$ cat src/rtl/regfile_write_arbiter_if.sv
// Bundle of the write-back sources, scoreboard query and register-file write
// port seen by regfile_write_arbiter. The master side drives results and
// queries; the slave side is the arbiter itself.
interface regfile_write_arbiter_if #(
    parameter int DATA_WIDTH = 32,
    parameter int ADDR_WIDTH = 5,
    parameter int FIFO_DEPTH = 4
);
    localparam int CNT_WIDTH = $clog2(FIFO_DEPTH) + 1;

    logic                  AluWriteValid;
    logic [ADDR_WIDTH-1:0] AluWriteRegister;
    logic [DATA_WIDTH-1:0] AluWriteData;
    logic                  MdWriteValid;
    logic                  MdWriteReady;
    logic [ADDR_WIDTH-1:0] MdWriteRegister;
    logic [DATA_WIDTH-1:0] MdWriteData;
    logic                  IssueValid;
    logic [ADDR_WIDTH-1:0] IssueRegister;
    logic [ADDR_WIDTH-1:0] ReadRegister1;
    logic [ADDR_WIDTH-1:0] ReadRegister2;
    logic                  Busy1;
    logic                  Busy2;
    logic [ADDR_WIDTH-1:0] WriteRegister;
    logic [DATA_WIDTH-1:0] WriteData;
    logic                  WriteEnable;
    logic [CNT_WIDTH-1:0]  FifoCount;

    modport master (
        output AluWriteValid, AluWriteRegister, AluWriteData,
        output MdWriteValid, MdWriteRegister, MdWriteData,
        output IssueValid, IssueRegister, ReadRegister1, ReadRegister2,
        input  MdWriteReady, Busy1, Busy2,
        input  WriteRegister, WriteData, WriteEnable, FifoCount
    );

    modport slave (
        input  AluWriteValid, AluWriteRegister, AluWriteData,
        input  MdWriteValid, MdWriteRegister, MdWriteData,
        input  IssueValid, IssueRegister, ReadRegister1, ReadRegister2,
        output MdWriteReady, Busy1, Busy2,
        output WriteRegister, WriteData, WriteEnable, FifoCount
    );
endinterface

$ cat src/rtl/regfile_write_arbiter.sv
// Write-side front end of the MIPS register file. ALU/load results always win
// the single write port; mult/div results wait in a small circular buffer and
// drain whenever the ALU path is idle. A pending-bit scoreboard lets the
// hazard unit stall readers of registers still awaiting a mult/div result.
module regfile_write_arbiter #(
    parameter int DATA_WIDTH = 32,
    parameter int ADDR_WIDTH = 5,
    parameter int FIFO_DEPTH = 4
) (
    input  logic                   clk,
    input  logic                   rst_n,
    regfile_write_arbiter_if.slave bus
);
    localparam int PTR_WIDTH = $clog2(FIFO_DEPTH);
    localparam int CNT_WIDTH = PTR_WIDTH + 1;
    localparam int NUM_REGS  = 1 << ADDR_WIDTH;
    localparam int ENT_WIDTH = ADDR_WIDTH + DATA_WIDTH;

    localparam logic [PTR_WIDTH-1:0]  PTR_ONE   = PTR_WIDTH'(1);
    localparam logic [CNT_WIDTH-1:0]  CNT_ONE   = CNT_WIDTH'(1);
    localparam logic [CNT_WIDTH-1:0]  CNT_ZERO  = CNT_WIDTH'(0);
    localparam logic [CNT_WIDTH-1:0]  CNT_DEPTH = CNT_WIDTH'(FIFO_DEPTH);
    localparam logic [ADDR_WIDTH-1:0] REG_ZERO  = ADDR_WIDTH'(0);

    // Buffer storage: each entry is {destination, data}
    logic [ENT_WIDTH-1:0]  mem_q [FIFO_DEPTH];
    logic [PTR_WIDTH-1:0]  rd_ptr_q, rd_ptr_d;
    logic [PTR_WIDTH-1:0]  wr_ptr_q, wr_ptr_d;
    logic [CNT_WIDTH-1:0]  count_q, count_d;

    // Output write slot and its source flag
    logic                  we_q, we_d;
    logic                  from_md_q, from_md_d;
    logic [ADDR_WIDTH-1:0] wreg_q, wreg_d;
    logic [DATA_WIDTH-1:0] wdata_q, wdata_d;

    logic [NUM_REGS-1:0]   pending_q, pending_d;

    logic                  ready_s;
    logic                  alu_take_s;
    logic                  push_s;
    logic                  pop_s;
    logic [ENT_WIDTH-1:0]  head_s;

    // Handshake and arbitration decisions; a write to r0 never counts as real
    always_comb begin
        ready_s    = (count_q < CNT_DEPTH);
        alu_take_s = bus.AluWriteValid && (bus.AluWriteRegister != REG_ZERO);
        push_s     = bus.MdWriteValid && ready_s && (bus.MdWriteRegister != REG_ZERO);
        pop_s      = !alu_take_s && (count_q != CNT_ZERO);
        head_s     = mem_q[rd_ptr_q];
    end

    // Next-state for the write slot, buffer pointers/count and scoreboard
    always_comb begin
        we_d      = 1'b0;
        from_md_d = 1'b0;
        wreg_d    = wreg_q;
        wdata_d   = wdata_q;
        rd_ptr_d  = rd_ptr_q;
        wr_ptr_d  = wr_ptr_q;
        count_d   = count_q;
        pending_d = pending_q;

        if (alu_take_s) begin
            we_d    = 1'b1;
            wreg_d  = bus.AluWriteRegister;
            wdata_d = bus.AluWriteData;
        end else if (pop_s) begin
            we_d      = 1'b1;
            from_md_d = 1'b1;
            wreg_d    = head_s[ENT_WIDTH-1:DATA_WIDTH];
            wdata_d   = head_s[DATA_WIDTH-1:0];
            rd_ptr_d  = rd_ptr_q + PTR_ONE;
        end else begin
            we_d = 1'b0;
        end

        if (push_s) begin
            wr_ptr_d = wr_ptr_q + PTR_ONE;
        end else begin
            wr_ptr_d = wr_ptr_q;
        end

        case ({push_s, pop_s})
            2'b10:   count_d = count_q + CNT_ONE;
            2'b01:   count_d = count_q - CNT_ONE;
            default: count_d = count_q;
        endcase

        // Clear first so that a same-edge issue to the same register wins
        if (we_q && from_md_q) begin
            pending_d[wreg_q] = 1'b0;
        end else begin
            pending_d = pending_d;
        end
        if (bus.IssueValid && (bus.IssueRegister != REG_ZERO)) begin
            pending_d[bus.IssueRegister] = 1'b1;
        end else begin
            pending_d = pending_d;
        end
    end

    // State registers; reset discards buffered results and pending bits
    always_ff @(posedge clk or negedge rst_n) begin
        if (!rst_n) begin
            for (int i = 0; i < FIFO_DEPTH; i++) begin
                mem_q[i] <= {ENT_WIDTH{1'b0}};
            end
            rd_ptr_q  <= {PTR_WIDTH{1'b0}};
            wr_ptr_q  <= {PTR_WIDTH{1'b0}};
            count_q   <= CNT_ZERO;
            we_q      <= 1'b0;
            from_md_q <= 1'b0;
            wreg_q    <= REG_ZERO;
            wdata_q   <= {DATA_WIDTH{1'b0}};
            pending_q <= {NUM_REGS{1'b0}};
        end else begin
            if (push_s) begin
                mem_q[wr_ptr_q] <= {bus.MdWriteRegister, bus.MdWriteData};
            end
            rd_ptr_q  <= rd_ptr_d;
            wr_ptr_q  <= wr_ptr_d;
            count_q   <= count_d;
            we_q      <= we_d;
            from_md_q <= from_md_d;
            wreg_q    <= wreg_d;
            wdata_q   <= wdata_d;
            pending_q <= pending_d;
        end
    end

    // Outputs: Ready from the registered count only, gated by reset
    always_comb begin
        bus.MdWriteReady  = rst_n & ready_s;
        bus.Busy1         = pending_q[bus.ReadRegister1] && (bus.ReadRegister1 != REG_ZERO);
        bus.Busy2         = pending_q[bus.ReadRegister2] && (bus.ReadRegister2 != REG_ZERO);
        bus.WriteEnable   = we_q;
        bus.WriteRegister = wreg_q;
        bus.WriteData     = wdata_q;
        bus.FifoCount     = count_q;
    end
endmodule

$ cat src/flat_wrapper.sv
// flat-port wrapper written by rule: the top's interface ports become plain ports
module regfile_write_arbiter_flat 
#(
    parameter int DATA_WIDTH = 32,
    parameter int ADDR_WIDTH = 5,
    parameter int FIFO_DEPTH = 4
)
  (clk, rst_n, bus_AluWriteValid, bus_AluWriteRegister, bus_AluWriteData, bus_MdWriteValid, bus_MdWriteRegister, bus_MdWriteData, bus_IssueValid, bus_IssueRegister, bus_ReadRegister1, bus_ReadRegister2, bus_MdWriteReady, bus_Busy1, bus_Busy2, bus_WriteRegister, bus_WriteData, bus_WriteEnable, bus_FifoCount);
  regfile_write_arbiter_if #(.DATA_WIDTH(DATA_WIDTH), .ADDR_WIDTH(ADDR_WIDTH), .FIFO_DEPTH(FIFO_DEPTH)) bus_i ();
  input  logic clk;
  input  logic rst_n;
  input wire logic [$bits(bus_i.AluWriteValid)-1:0] bus_AluWriteValid;
  input wire logic [$bits(bus_i.AluWriteRegister)-1:0] bus_AluWriteRegister;
  input wire logic [$bits(bus_i.AluWriteData)-1:0] bus_AluWriteData;
  input wire logic [$bits(bus_i.MdWriteValid)-1:0] bus_MdWriteValid;
  input wire logic [$bits(bus_i.MdWriteRegister)-1:0] bus_MdWriteRegister;
  input wire logic [$bits(bus_i.MdWriteData)-1:0] bus_MdWriteData;
  input wire logic [$bits(bus_i.IssueValid)-1:0] bus_IssueValid;
  input wire logic [$bits(bus_i.IssueRegister)-1:0] bus_IssueRegister;
  input wire logic [$bits(bus_i.ReadRegister1)-1:0] bus_ReadRegister1;
  input wire logic [$bits(bus_i.ReadRegister2)-1:0] bus_ReadRegister2;
  output wire logic [$bits(bus_i.MdWriteReady)-1:0] bus_MdWriteReady;
  output wire logic [$bits(bus_i.Busy1)-1:0] bus_Busy1;
  output wire logic [$bits(bus_i.Busy2)-1:0] bus_Busy2;
  output wire logic [$bits(bus_i.WriteRegister)-1:0] bus_WriteRegister;
  output wire logic [$bits(bus_i.WriteData)-1:0] bus_WriteData;
  output wire logic [$bits(bus_i.WriteEnable)-1:0] bus_WriteEnable;
  output wire logic [$bits(bus_i.FifoCount)-1:0] bus_FifoCount;
  assign bus_i.AluWriteValid = bus_AluWriteValid;
  assign bus_i.AluWriteRegister = bus_AluWriteRegister;
  assign bus_i.AluWriteData = bus_AluWriteData;
  assign bus_i.MdWriteValid = bus_MdWriteValid;
  assign bus_i.MdWriteRegister = bus_MdWriteRegister;
  assign bus_i.MdWriteData = bus_MdWriteData;
  assign bus_i.IssueValid = bus_IssueValid;
  assign bus_i.IssueRegister = bus_IssueRegister;
  assign bus_i.ReadRegister1 = bus_ReadRegister1;
  assign bus_i.ReadRegister2 = bus_ReadRegister2;
  assign bus_MdWriteReady = bus_i.MdWriteReady;
  assign bus_Busy1 = bus_i.Busy1;
  assign bus_Busy2 = bus_i.Busy2;
  assign bus_WriteRegister = bus_i.WriteRegister;
  assign bus_WriteData = bus_i.WriteData;
  assign bus_WriteEnable = bus_i.WriteEnable;
  assign bus_FifoCount = bus_i.FifoCount;
  regfile_write_arbiter #(.DATA_WIDTH(DATA_WIDTH), .ADDR_WIDTH(ADDR_WIDTH), .FIFO_DEPTH(FIFO_DEPTH)) u_core (.clk(clk), .rst_n(rst_n), .bus(bus_i));
endmodule
$ cat config.mk
export PLATFORM = sky130hd
export DESIGN_NAME = regfile_write_arbiter_flat
export DESIGN_NICKNAME = d
export VERILOG_FILES = /design/src/rtl/regfile_write_arbiter_if.sv /design/src/rtl/regfile_write_arbiter.sv /design/src/flat_wrapper.sv
export SDC_FILE = /design/constraint.sdc
export NUM_CORES = 1
export LEC_CHECK = 0
export CAP_MARGIN = 25
export CORE_UTILIZATION = 50
export DETAILED_ROUTE_END_ITERATION = 10
export PLACE_DENSITY_LB_ADDON = 0.1
export SLEW_MARGIN = 10
export SYNTH_ARGS = -nofsm -noshare
export SYNTH_HDL_FRONTEND = slang
export SYNTH_SLANG_ARGS = --single-unit
$ cat constraint.sdc
create_clock -name clk -period 2.15 [get_ports clk]
set_input_delay 0.215 -clock clk [delete_from_list [all_inputs] [get_ports clk]]
set_output_delay 0.215 -clock clk [all_outputs]
set_load 0.02 [all_outputs]
==> flow_summary_export.csv, run 1 <==
group,metric,value,unit
run_status,outcome,"finished, violations left",
run_status,violations,"setup timing",
sta,skew,19.46,ps
routing,vias,6817,
final_layout,final_cell_mix,"dfrtp_1, mux2_2, clkdlybuf4s50_1, o21ai_0, mux4_2",
synthesis,netlist_area,10390,um2
die,initial_utilization,0.5120,
routing,drc,0,
synthesis,yosysTopAreaCell,"dfrtp_1",
sta,setup_violations,2,
sta,fin_crit_sh,1.171,
flow_run,maxCapViolCount,0,
final_layout,area_growth,27.96,%
pwr,ir_worst_vdd,0.7692,mV
final_layout,instances_no_fill,1186,
clock_network,cts.clk_slew.worst_paths,60,ps
die,die_y,146.2,um
critical_path,crit_chain,"mux4_2 -> mux2i_1 -> nor3b_1 -> or4_4 -> buf_6",
critical_path,critPathCaptureType,"output pin",
grt,grt_max_degree,135,
critical_path,crit_type,"reg2out",
critical_path,crit_buf_inv,1,
placed_design,dp_cells,1140,
pwr,internal_power,13.44,mW
routing,antenna_left,0,
pwr,seqPwrFrac,0.394,
synthesis,synth_edf_count,0,
synthesis,syn_inst,734,
final_layout,final_common_cell,"dfrtp_1",
synthesis,synth_flop_cell,"dfrtp_1",
routing,wl_per_cell,20.68,um
placed_design,place_congestion,0.9291,
sta,drv_slew,0,
final_layout,nNetsFinal,999,
clock_network,cts_buffers,24,
synthesis,yosysWarnings,0,
critical_path,arrival,2300,ps
pwr,p_leak,5.720,nW
grt,antenna_found_initial,0,
sta,max_freq,397.2,MHz
pwr,p_per_area,1479,nW/um2
critical_path,startpoint_type,"flop",
grt,grt_pass1_wl,39.83,mm
critical_path,crit_required,1930,ps
synthesis,synthDominantCellAreaShare,0.5442,
clock_network,cts_max_level,1,
die,die_x,146.2,um
critical_path,timing.rr.start,"u_core.bus.FifoCount[1]",
sta,layout_setup_ws,-367.6,ps
sta,rsz0062_at_grt,"true",
pwr,power_frac_clock,0.208,
sta,layout_min_cycle_time,2518,ps
synthesis,seq_area_frac_synth,0.5442,
sta,tns,-435.1,ps
clock_network,clockBufferDepth,3,
die,ios,138,
grt,grt_pass1_vias,7462,
synthesis,synth.net_count,834,
synthesis,avgSynthCellArea,14.16,um2
synthesis,ys_ff_latch,226,
clock_network,root_buffer,"clkbuf_16",
critical_path,r2r_end,"u_core.bus.FifoCount[2]",
die,design.die.area,21370,um2
critical_path,reg2reg_depth,9,
synthesis,ys_async_sr_fraction,1.000,
critical_path,crit_slowest_cell,"or4_4",
die,num_rows,52,
hold_path,hold_path.class,"in2async",
die,core,20300,um2
grt,grt_usage,0.2368,
synthesis,ys_types,39,
sta,worstMarginPinSlew,755.2,ps
final_layout,antenna_cells,0,
routing,dr.pass1.iters,5,
sta,relSlewSlack,0.4965,
critical_path,max_stage_delay,490,ps
clock_network,cts_tree,"yes",
routing,routed_wl,24.52,mm
critical_path,rrSetupSlack,180,ps
placed_design,dpl.hpwl,16.55,mm
synthesis,synth_area_leaders,"dfrtp_1, mux2_2, mux4_2",
pwr,sw_frac_of_total,0.3169,
placed_design,port-buffer-count,137,
final_layout,drive_above_1_share,0.3231,
pwr,combPwrFrac,0.398,
clock_network,clkSinkCount,226,
pwr,switchingPower,6.234,mW
critical_path,cp_max_fo,3,
critical_path,critical_path.top_delay_family,"multiplexers",
grt,grt_overflow,0,
final_layout,fillers,1512,
placed_design,dp_slack,-763.5,ps
routing,viasPerCell,5.748,
clock_network,insertion_delay,510,ps
sta,hold_viol,0,
routing,drt-initial-drc-count,335,
[cell usage after synthesis (3+ instances only)]
master and instances:
dfrtp_1 226, mux2_2 143, o21ai_0 68, mux4_2 48
mux2i_1 45, nor2_1 39, a21oi_1 32, buf_2 25
nand2_1 15, clkbuf_1 13, nand3b_1 9, inv_1 8
mux2_1 7, ha_1 5, nand3_1 5, mux4_1 4
nand2_4 4, or3_1 4, xnor2_1 4, nor3_1 3
or3b_2 3
[power by group through the flow]
stage	Sequential (mW)	Combinational (mW)	Clock [mW]
after floorplan	7.66	5.07	0
after global placement	7.56	7.57	0
after detailed placement	7.79	7.86	0
after CTS	7.73	7.89	4.18
after global routing	7.98	8.44	4.36
final	7.75	7.82	4.10
[worst max-delay path by stage]
stage | start | endpoint | depth (start not counted) | slack, ps
final | u_core.pending_q[23] | bus_Busy1 | 5 | -370
after global placement | bus_ReadRegister1[0] | bus_Busy1 | 7 | -690
after floorplan | u_core.bus.FifoCount[1] | u_core.bus.FifoCount[2] | 12 | -20
after global routing | u_core.pending_q[30] | bus_Busy1 | 5 | -450
after detailed placement | bus_ReadRegister1[0] | bus_Busy1 | 7 | -760
after CTS | u_core.pending_q[19] | bus_Busy1 | 5 | -400
[final cells by class]
cell class | count | area [um2] | share of cell area
flip-flops and latches | 226 | 5662 | 0.4258
inverters | 8 | 30.03 | 0.002258
clock inverters | 6 | 82.58 | 0.006210
multi-input cells | 458 | 4556 | 0.3426
repair buffers | 181 | 1919 | 0.1443
well taps | 270 | 337.8 | 0.02540
clock buffers | 37 | 710.7 | 0.05344
[per-layer routing]
metal  vias to the layer above  track usage  wire length [um]  share of wire
li1                       3043            -                 -              -
met1                      3528       0.3058              9985           0.41
met2                       210       0.4164             12810           0.52
met3                        36      0.03438              1346          0.055
met4                         0      0.06719               379          0.015
met5                         -            0                 0              0
[state kept, by name, indices dropped and copies added (netlist names)]
register,count
u_core.bus.FifoCount,3
u_core.bus.WriteData,32
u_core.bus.WriteEnable,1
u_core.bus.WriteRegister,5
u_core.from_md_q,1
u_core.mem_q,148
u_core.pending_q,32
u_core.rd_ptr_q,2
u_core.wr_ptr_q,2
[repair_timing]
action	CTS	global route
hold buffers	1	0
pin swaps	2	2
buffers inserted	0	1
resized for setup	11	7
endpoints found under the hold margin	147	0
setup endpoints to repair	2	6
[stage by stage]
stage / area, um2 / hold WS (ps) / power, mW / utilization
floorplan: 10460 / -80.59 / 12.73 / -
finish: 13300 / 107.3 / 19.67 / 0.6551
detailed placement: 12440 / 36.47 / 15.65 / 0.6128
global route: 13300 / 107.3 / 20.79 / 0.6551
global placement: 12440 / 36.34 / 15.13 / 0.6128
CTS: 13240 / 96.40 / 19.81 / 0.6524
[cells by family after synthesis]
group	count (synthesis)	synth area share
AO/OA/AOI/OAI	106	0.05322
XOR/XNOR	6	0.005057
multiplexers	247	0.3200
adder cells (fa/ha/maj)	6	0.007946
flip-flops	226	0.5442
AND/OR/NAND/NOR	93	0.04671
buffers and inverters	50	0.02288
Power figures use the tool's default switching activity.
==> run 2, diff against run 1 <==
CORE_UTILIZATION = 60   (was 50)
clock period = 3 ns   (was 2.15 ns; I/O delays follow)
==> flow_summary_export.csv, run 2 (same netlist as run 1, synthesis figures left out) <==
group,metric,value,unit
routing,routed_wl,23.14,mm
critical_path,max_stage_delay,520,ps
clock_network,cts.clk_slew.worst_paths,60,ps
sta,drv_slew,0,
critical_path,crit_chain,"clkdlybuf4s50_1 -> buf_12 -> mux4_2 -> mux2i_1 -> nor3b_1 -> or4_1 -> dlygate4sd2_1",
placed_design,port-buffer-count,137,
routing,dr.pass1.iters,4,
clock_network,insertion_delay,510,ps
critical_path,reg2reg_depth,9,
pwr,p_per_area,1083,nW/um2
critical_path,critPathCaptureType,"output pin",
pwr,ir_worst_vdd,0.6653,mV
routing,vias,6674,
die,initial_utilization,0.6201,
sta,tns,0,ps
grt,grt_usage,0.2711,
die,die_x,133.6,um
critical_path,critical_path.top_delay_family,"buffers and inverters",
sta,fin_hold_ws,291.4,ps
critical_path,startpoint_type,"primary input",
sta,fin_crit_sh,0.9319,
die,die_y,133.6,um
clock_network,clockBufferDepth,3,
clock_network,cts_max_level,1,
final_layout,area_growth,23.89,%
die,core,16760,um2
critical_path,crit_type,"in2out",
critical_path,arrival,2500,ps
critical_path,timing.rr.start,"u_core.bus.FifoCount[2]",
sta,rsz0062_at_grt,"false",
placed_design,dpl.hpwl,15.12,mm
critical_path,cp_max_fo,7,
critical_path,crit_slowest_cell,"clkdlybuf4s50_1",
hold_path,hold_path.class,"in2async",
clock_network,root_buffer,"clkbuf_16",
grt,grt_pass1_vias,7251,
final_layout,largest_reg_flops,148,
die,num_rows,47,
die,design.die.area,17850,um2
critical_path,crit_required,2700,ps
final_layout,final_area,12870,um2
sta,setup_violations,0,
clock_network,cts_setup_buffers,0,
grt,grt_pass1_wl,37.84,mm
sta,worstMarginPinSlew,943.4,ps
sta,relSlewSlack,0.3711,
routing,drc,0,
die,ios,138,
final_layout,fin_util,0.7682,
placed_design,dpl-instance-area,12020,um2
pwr,total_power,13.94,mW
grt,antenna_found_initial,0,
routing,viasPerCell,6.029,
sta,max_freq,357.7,MHz
flow_run,maxCapViolCount,0,
final_layout,final_common_cell,"dfrtp_1",
grt,grt_max_degree,178,
final_layout,final_cell_mix,"dfrtp_1, mux2_2, clkdlybuf4s50_1, o21ai_0, mux4_2",
sta,hold_viol,0,
sta,layout_setup_ws,204.2,ps
clock_network,cts_buffers,24,
placed_design,place_congestion,0.9181,
sta,skew,16.92,ps
final_layout,top_register,"u_core.mem_q",
critical_path,r2r_end,"u_core.bus.FifoCount[2]",
routing,drt-initial-drc-count,416,
routing,antenna_left,0,
critical_path,crit_buf_inv,3,
critical_path,rrSetupSlack,850,ps
grt,grt_overflow,0,
final_layout,nNetsFinal,969,
sta,layout_min_cycle_time,2796,ps
pwr,p_leak,5.528,nW
clock_network,cts_tree,"yes",
final_layout,antenna_cells,0,
routing,wl_per_cell,20.90,um
final_layout,instances_no_fill,1107,
run_status,outcome,"finished clean",
placed_design,dp_cells,1062,
final_layout,drive_above_1_share,0.2886,
placed_design,dp_slack,-25.30,ps
clock_network,clkSinkCount,226,
run 2: cell types whose count changed in the layout (fill, tap and decap cells not counted), moves of 3 or more:
| cell | before | now |
|---|---|---|
| buf_4 | 27 | 7 |
| buf_12 | 15 | 6 |
| clkbuf_8 | 4 | 8 |
| clkbuf_1 | 8 | 5 |
| dfrtp_1 | 221 | 224 |
| dfrtp_2 | 5 | 2 |
run 2: how the worst max path moves through the flow:
stage	from	endpoint	slack, ps	cells after the start
after global placement	bus_ReadRegister1[0]	bus_Busy1	-7	7
after CTS	bus_ReadRegister1[0]	bus_Busy1	180	7
after detailed placement	bus_ReadRegister1[0]	bus_Busy1	-30	7
final	bus_ReadRegister1[0]	bus_Busy1	200	7
after global routing	bus_ReadRegister1[0]	bus_Busy1	120	7
after floorplan	u_core.bus.FifoCount[2]	u_core.bus.FifoCount[2]	500	12
run 2: worst reg2reg max path, cell delays in order (launching register included):
cell      delay [ps]
dfrtp_1          430
nand2b_1         240
a21oi_4          380
inv_1            110
ha_1             240
inv_1             80
fa_1             180
xor2_1           150
nor2_1            70
xor2_1           150
run 2: area by class of cell:
class	count	area (um2)
Clock buffer	38	754.5
Clock inverter	6	87.58
Fill cell	1042	3885
Inverter	8	30.03
Multi-Input combinational cell	458	4512
Sequential cell	226	5658
Tap cell	220	275.3
Timing Repair Buffer	151	1558
run 2: where the power goes:
part	switching (mW)	internal, mW	leakage (nW)
clock network	1.17	1.89	0.404
logic	2.20	3.08	2.47
registers	1.04	4.57	2.65
total	4.40	9.54	5.53
run 2: layer usage:
metal  track usage  wire [um]  vias up
met2        0.4627      11600      202
met4       0.06881        314        0
met5             0          0        -
met3       0.04414       1214       29
li1              -          -     2989
met1        0.3652      10010     3454
run 2: what timing repair did:
| action | CTS | global route |
|---|---|---|
| setup endpoints to repair | 1 | 0 |
| hold endpoints to repair | 49 | 0 |
| resized for setup | 1 | 0 |
| hold buffers | 1 | 0 |
==> run 3, diff against run 2 <==
ABC_AREA = 1   (was default)
CORE_MARGIN = 2   (was default)
==> flow_summary_export.csv, run 3 <==
group,metric,value,unit
placed_design,place_congestion,0.8519,
synthesis,synth_flop_cell,"dfrtp_1",
pwr,combPwrFrac,0.407,
critical_path,startpoint_type,"primary input",
synthesis,yosysWarnings,0,
die,num_rows,49,
placed_design,dp_cells,1730,
final_layout,largest_reg_flops,148,
grt,grt_max_degree,110,
clock_network,cts_tree,"yes",
synthesis,syn_inst,1423,
routing,antenna_left,0,
synthesis,synth_xor_area_frac,0.003160,
critical_path,crit_path_frequent_cell,"nand2_1",
sta,fin_hold_ws,291.1,ps
final_layout,drive_above_1_share,0.04531,
clock_network,cts_setup_buffers,0,
critical_path,timing.rr.start,"u_core.bus.FifoCount[0]",
clock_network,hold_buffers,1,
die,initial_utilization,0.6150,
pwr,seqPwrFrac,0.379,
routing,drc,0,
synthesis,synth.net_count,1523,
placed_design,dp_slack,565.7,ps
synthesis,netlist_top_cells_count,"nand2_1, dfrtp_1, nand3_1, o21ai_0, inv_1",
critical_path,crit_type,"in2out",
critical_path,max_stage_delay,530,ps
critical_path,critPathCaptureType,"output pin",
placed_design,port-buffer-count,137,
final_layout,final_common_cell,"nand2_1",
synthesis,synthSimpleGateAreaFrac,0.2745,
clock_network,root_buffer,"clkbuf_16",
critical_path,crit_path_start,"bus_ReadRegister1[1]",
sta,fin_crit_sh,0.8097,
final_layout,final_cell_mix,"nand2_1, dfrtp_1, nand3_1, o21ai_0, clkdlybuf4s50_1",
final_layout,top_register,"u_core.mem_q",
synthesis,synthDominantCellAreaShare,0.5102,
clock_network,clkSinkCount,226,
synthesis,seq_area_frac_synth,0.5102,
pwr,power_frac_clock,0.214,
final_layout,fillers,1449,
routing,drt-initial-drc-count,1010,
pwr,total_power,13.86,mW
critical_path,arrival,2130,ps
final_layout,seqCellArea,5657,um2
final_layout,instances_no_fill,1774,
synthesis,synth-adder-area-share,0.007449,
routing,dr.pass1.iters,6,
synthesis,synth_area_leaders,"dfrtp_1, nand2_1, nand3_1",
sta,drv_slew,0,
critical_path,cp_max_fo,9,
routing,viasPerCell,5.828,
final_layout,final_area,13320,um2
pwr,internal_power,8.208,mW
routing,vias,10340,
clock_network,cts_max_level,1,
synthesis,ys_ff_latch,226,
clock_network,post_cts_resized,0,
run_status,outcome,"finished clean",
synthesis,yosysTopAreaCell,"dfrtp_1",
routing,wl_per_cell,17.59,um
pwr,p_leak,6.538,nW
grt,antenna_found_initial,1,
sta,setup_violations,0,
die,ios,138,
sta,hold_viol,0,
synthesis,synth_mux_area_frac,0,
synthesis,avgSynthCellArea,7.790,um2
pwr,sw_frac_of_total,0.4079,
die,core,18020,um2
synthesis,netlist_area,11090,um2
die,die_y,139.9,um
critical_path,crit_required,2700,ps
sta,relSlewSlack,0.4016,
final_layout,fin_util,0.7387,
pwr,ir_worst_vdd,0.7519,mV
sta,rsz0062_at_grt,"false",
sta,skew,16.77,ps
synthesis,synth_top_family_by_area,"simple AND/OR/NAND/NOR gates",
final_layout,area_growth,20.11,%
synthesis,ys_async_sr_fraction,1.000,
sta,worstMarginPinSlew,896.6,ps
final_layout,multiInputGateArea,4548,um2
grt,grt_overflow,0,
final_layout,antenna_cells,0,
sta,layout_min_cycle_time,2429,ps
clock_network,cts_buffers,24,
routing,routed_wl,31.20,mm
grt,grt_pass1_vias,9939,
sta,tns,0,ps
hold_path,hold_path.class,"in2async",
critical_path,reg2reg_depth,10,
die,die_x,139.9,um
pwr,p_per_area,1041,nW/um2
critical_path,crit_chain,"clkdlybuf4s50_1 -> clkinv_1 -> nand3_1 -> nand2_1 -> nand2_1 -> nand2_1 -> inv_1 -> nand2_1 -> nand2_1 -> nand2_1 -> clkdlybuf4s50_1",
synthesis,synth_compound_area_frac,0.1252,
sta,layout_setup_ws,571.0,ps
die,design.die.area,19580,um2
clock_network,cts.clk_slew.worst_paths,60,ps
grt,grt_pass1_wl,50.82,mm
synthesis,ys_types,27,
flow_run,maxCapViolCount,0,
pwr,switchingPower,5.654,mW
synthesis,synth_most_common_cell,"nand2_1",
placed_design,dpl.hpwl,19.75,mm
sta,max_freq,411.7,MHz
clock_network,clockBufferDepth,3,
clock_network,insertion_delay,530,ps
placed_design,dpl-instance-area,12500,um2
synthesis,synth_edf_count,0,
grt,grt_usage,0.3193,
final_layout,nNetsFinal,1629,
critical_path,crit_slowest_cell,"clkdlybuf4s50_1",
run 3: cell types whose count changed in the layout (fill, tap and decap cells not counted), sizes merged, moves of 9 or more:
cell,delta
mux4,-52
a21oi,+29
mux2i,-45
inv,+100
buf,+13
nand3b,-9
nand2,+430
o21ai,+83
nor2,+55
nand3,+184
mux2,-150
o211ai,+35
run 3: metal layers:
metal,vias to the layer above,global-route usage,wire (um)
li1,4838,-,-
met1,4964,0.4468,13020
met2,480,0.5045,14460
met3,56,0.07590,2951
met4,0,0.09158,771
met5,-,0,0
run 3: layout make-up:
| cell class | count | area share |
|---|---|---|
| Timing Repair Buffer | 164 | 0.1222 |
| Multi-Input combinational cell | 1002 | 0.3416 |
| Tap cell | 229 | 0.02152 |
| Clock inverter | 7 | 0.009303 |
| Sequential cell | 226 | 0.4248 |
| Inverter | 111 | 0.03167 |
| Clock buffer | 35 | 0.04896 |
run 3: path summary, 6_finish.rpt:
| path | slack [ps] | endpoint |
|---|---|---|
| min in group clk | 340 | u_core.bus.WriteData[13] |
| max in group asynchronous | 1730 | u_core.pending_q[28] |
| hold reg to reg | 460 | u_core.mem_q[113] |
| setup reg to reg | 990 | u_core.bus.FifoCount[2] |
| hold / removal | 290 | u_core.mem_q[12] |
| setup / recovery | 570 | bus_Busy1 |
run 3: power by group through the flow:
stage	clock (mW)	sequential (mW)	combinational (mW)
after CTS	2.98	5.22	5.60
after global routing	3.10	5.39	6.29
final	2.97	5.25	5.64
after detailed placement	0	5.25	5.54
after floorplan	0	5.35	3.41
after global placement	0	5.20	5.41
run 3: logic make-up (layout without fill, tap and decap cells):
family | after synthesis | in the layout
AO/OA/AOI/OAI | 257 | 257
AND/OR/NAND/NOR | 735 | 735
adder cells (fa/ha/maj) | 6 | 6
XOR/XNOR | 4 | 4
buffers and inverters | 195 | 317
flip-flops | 226 | 226
run 3: worst max-delay path, delay by kind of cell:
kind                   cells  cell delay, ps
buffers and inverters      4            1310
and+or+nand+nor            7             520
==> RTL change: new RTL, config.mk and constraints of run 2 <==
`FIFO_DEPTH` is set to 4 in 3 places; all go to 8.
--- a/src/rtl/regfile_write_arbiter_if.sv
+++ b/src/rtl/regfile_write_arbiter_if.sv
@@ -4,7 +4,7 @@
 interface regfile_write_arbiter_if #(
     parameter int DATA_WIDTH = 32,
     parameter int ADDR_WIDTH = 5,
-    parameter int FIFO_DEPTH = 4
+    parameter int FIFO_DEPTH = 8
 );
     localparam int CNT_WIDTH = $clog2(FIFO_DEPTH) + 1;
 
--- a/src/rtl/regfile_write_arbiter.sv
+++ b/src/rtl/regfile_write_arbiter.sv
@@ -5,7 +5,7 @@
 module regfile_write_arbiter #(
     parameter int DATA_WIDTH = 32,
     parameter int ADDR_WIDTH = 5,
-    parameter int FIFO_DEPTH = 4
+    parameter int FIFO_DEPTH = 8
 ) (
     input  logic                   clk,
     input  logic                   rst_n,
--- a/src/flat_wrapper.sv
+++ b/src/flat_wrapper.sv
@@ -3,7 +3,7 @@
 #(
     parameter int DATA_WIDTH = 32,
     parameter int ADDR_WIDTH = 5,
-    parameter int FIFO_DEPTH = 4
+    parameter int FIFO_DEPTH = 8
 )
   (clk, rst_n, bus_AluWriteValid, bus_AluWriteRegister, bus_AluWriteData, bus_MdWriteValid, bus_MdWriteRegister, bus_MdWriteData, bus_IssueValid, bus_IssueRegister, bus_ReadRegister1, bus_ReadRegister2, bus_MdWriteReady, bus_Busy1, bus_Busy2, bus_WriteRegister, bus_WriteData, bus_WriteEnable, bus_FifoCount);
   regfile_write_arbiter_if #(.DATA_WIDTH(DATA_WIDTH), .ADDR_WIDTH(ADDR_WIDTH), .FIFO_DEPTH(FIFO_DEPTH)) bus_i ();
Interface: changed (resized bus_FifoCount); port bits go from 138 to 139. No check against the original RTL was run, so the function may have changed too.
==> RTL change against run 2 <==
  * Global-route usage is essentially flat
  * Critical endpoint is now bus_Busy2
  * Sequential cell count grew 151
  * Register-to-register slack worse by 250 ps
  * Design area grew 60%
  * Wire length is 65% higher
  * Non-clock buffer count rose by 32
  * Worst hold slack lost 27 ps
  * Largest power group unchanged
  * First-iteration DRC count up 67%
  * Worst setup slack got worse by 61 ps
  * Clock skew shrank 6.7 ps
  * Synthesized area increased by 67%
  * Power rose by 60%
==> RTL change: results (changes against run 2) <==
OUTCOME
-----------------------------------------------------------------------------------
Result of the run                                                      finished, final reports clean

DRT
-----------------------------------------------------------------------------------
Average wire length per cell after detail routing                           22.3 um   +6.9%
DRC violation total after the first TritonRoute iteration                       694   +67%
Met1 routed wirelength after detailed routing                             16,800 um   +68%
Total via count after detailed routing                                       10,600   +59%

FINISH
-----------------------------------------------------------------------------------
Count of placed standard cells in the final layout, fillers left out          1,714   +55%
Number of nets in the layout                                                  1,408   +45%

POWER
-----------------------------------------------------------------------------------
Net switching power figure                                                0.00689 W   +57%
Final Total Pwr                                                            0.0223 W   +60%

CLOCK TREE
-----------------------------------------------------------------------------------
Number of instances resized during post-cts repair                                0   -1
H-tree depth                                                                      2   +1

GRT
-----------------------------------------------------------------------------------
Global-route wire length before repair                                    60,800 um   +61%
Pin count of the biggest net entering global routing                            159   -11%
Met2 global-route usage                                                       44.3%   -2.0 points
Global routing usage on met1                                                  38.5%   +2.0 points
Initial antenna violation count                                                   1   +1

SYNTHESIS
-----------------------------------------------------------------------------------
Part of the Yosys area used for sequential elements                           54.4%   about the same
Syn Nets                                                                      1,256   +51%
Unique cell type count in the Yosys netlist                                      48   +23%
Leading post-synthesis cells by cell area                              dfrtp_1 (54%), mux2_2 (19%), mux4_2 (11%), mux2i_1 (2.5%), o21ai_0 (1.9%)
Count of mapped cells out of synthesis                                        1,157   +58%

STA
-----------------------------------------------------------------------------------
Clock tree skew after final layout                                          10.2 ps   -6.72 ps
Worst Hold Margin                                                            264 ps   -26.9 ps
Min Clock Period, post-route                                                2860 ps   +60.8 ps

SETUP PATH
-----------------------------------------------------------------------------------
CP Capture Point                                                          bus_Busy2
R2R depth                                                                        10   +1
Crit path arrival time                                                      2560 ps   +60 ps

-- RTL change: cell count changes after synthesis, sizes merged, moves of 7 or more --
| cell | before | now |
|---|---|---|
| a211oi | 1 | 35 |
| a21oi | 33 | 3 |
| buf | 29 | 47 |
| clkbuf | 13 | 26 |
| dfrtp | 226 | 377 |
| mux2 | 150 | 301 |
| mux4 | 52 | 88 |
| nand2 | 19 | 12 |
| nor3 | 3 | 35 |
-- RTL change: cell type report --
type	count	area, um^2
clock buffer	56	1160
timing repair buffer	183	1940
inverter	4	15.0
antenna	1	2.50
clock inverter	12	146
sequential	377	9440
multi-input combinational	703	7460
tap	378	473
fill	1841	7450
-- RTL change: kinds of logic after synthesis --
| group | after synthesis | share of synthesized area, % |
|---|---|---|
| compound gates | 121 | 4.31 |
| buf+inv | 77 | 2.72 |
| xor+xnor | 9 | 0.455 |
| simple gates | 135 | 4.19 |
| mux | 433 | 33.5 |
| fa+ha+maj | 5 | 0.361 |
| flops | 377 | 54.4 |
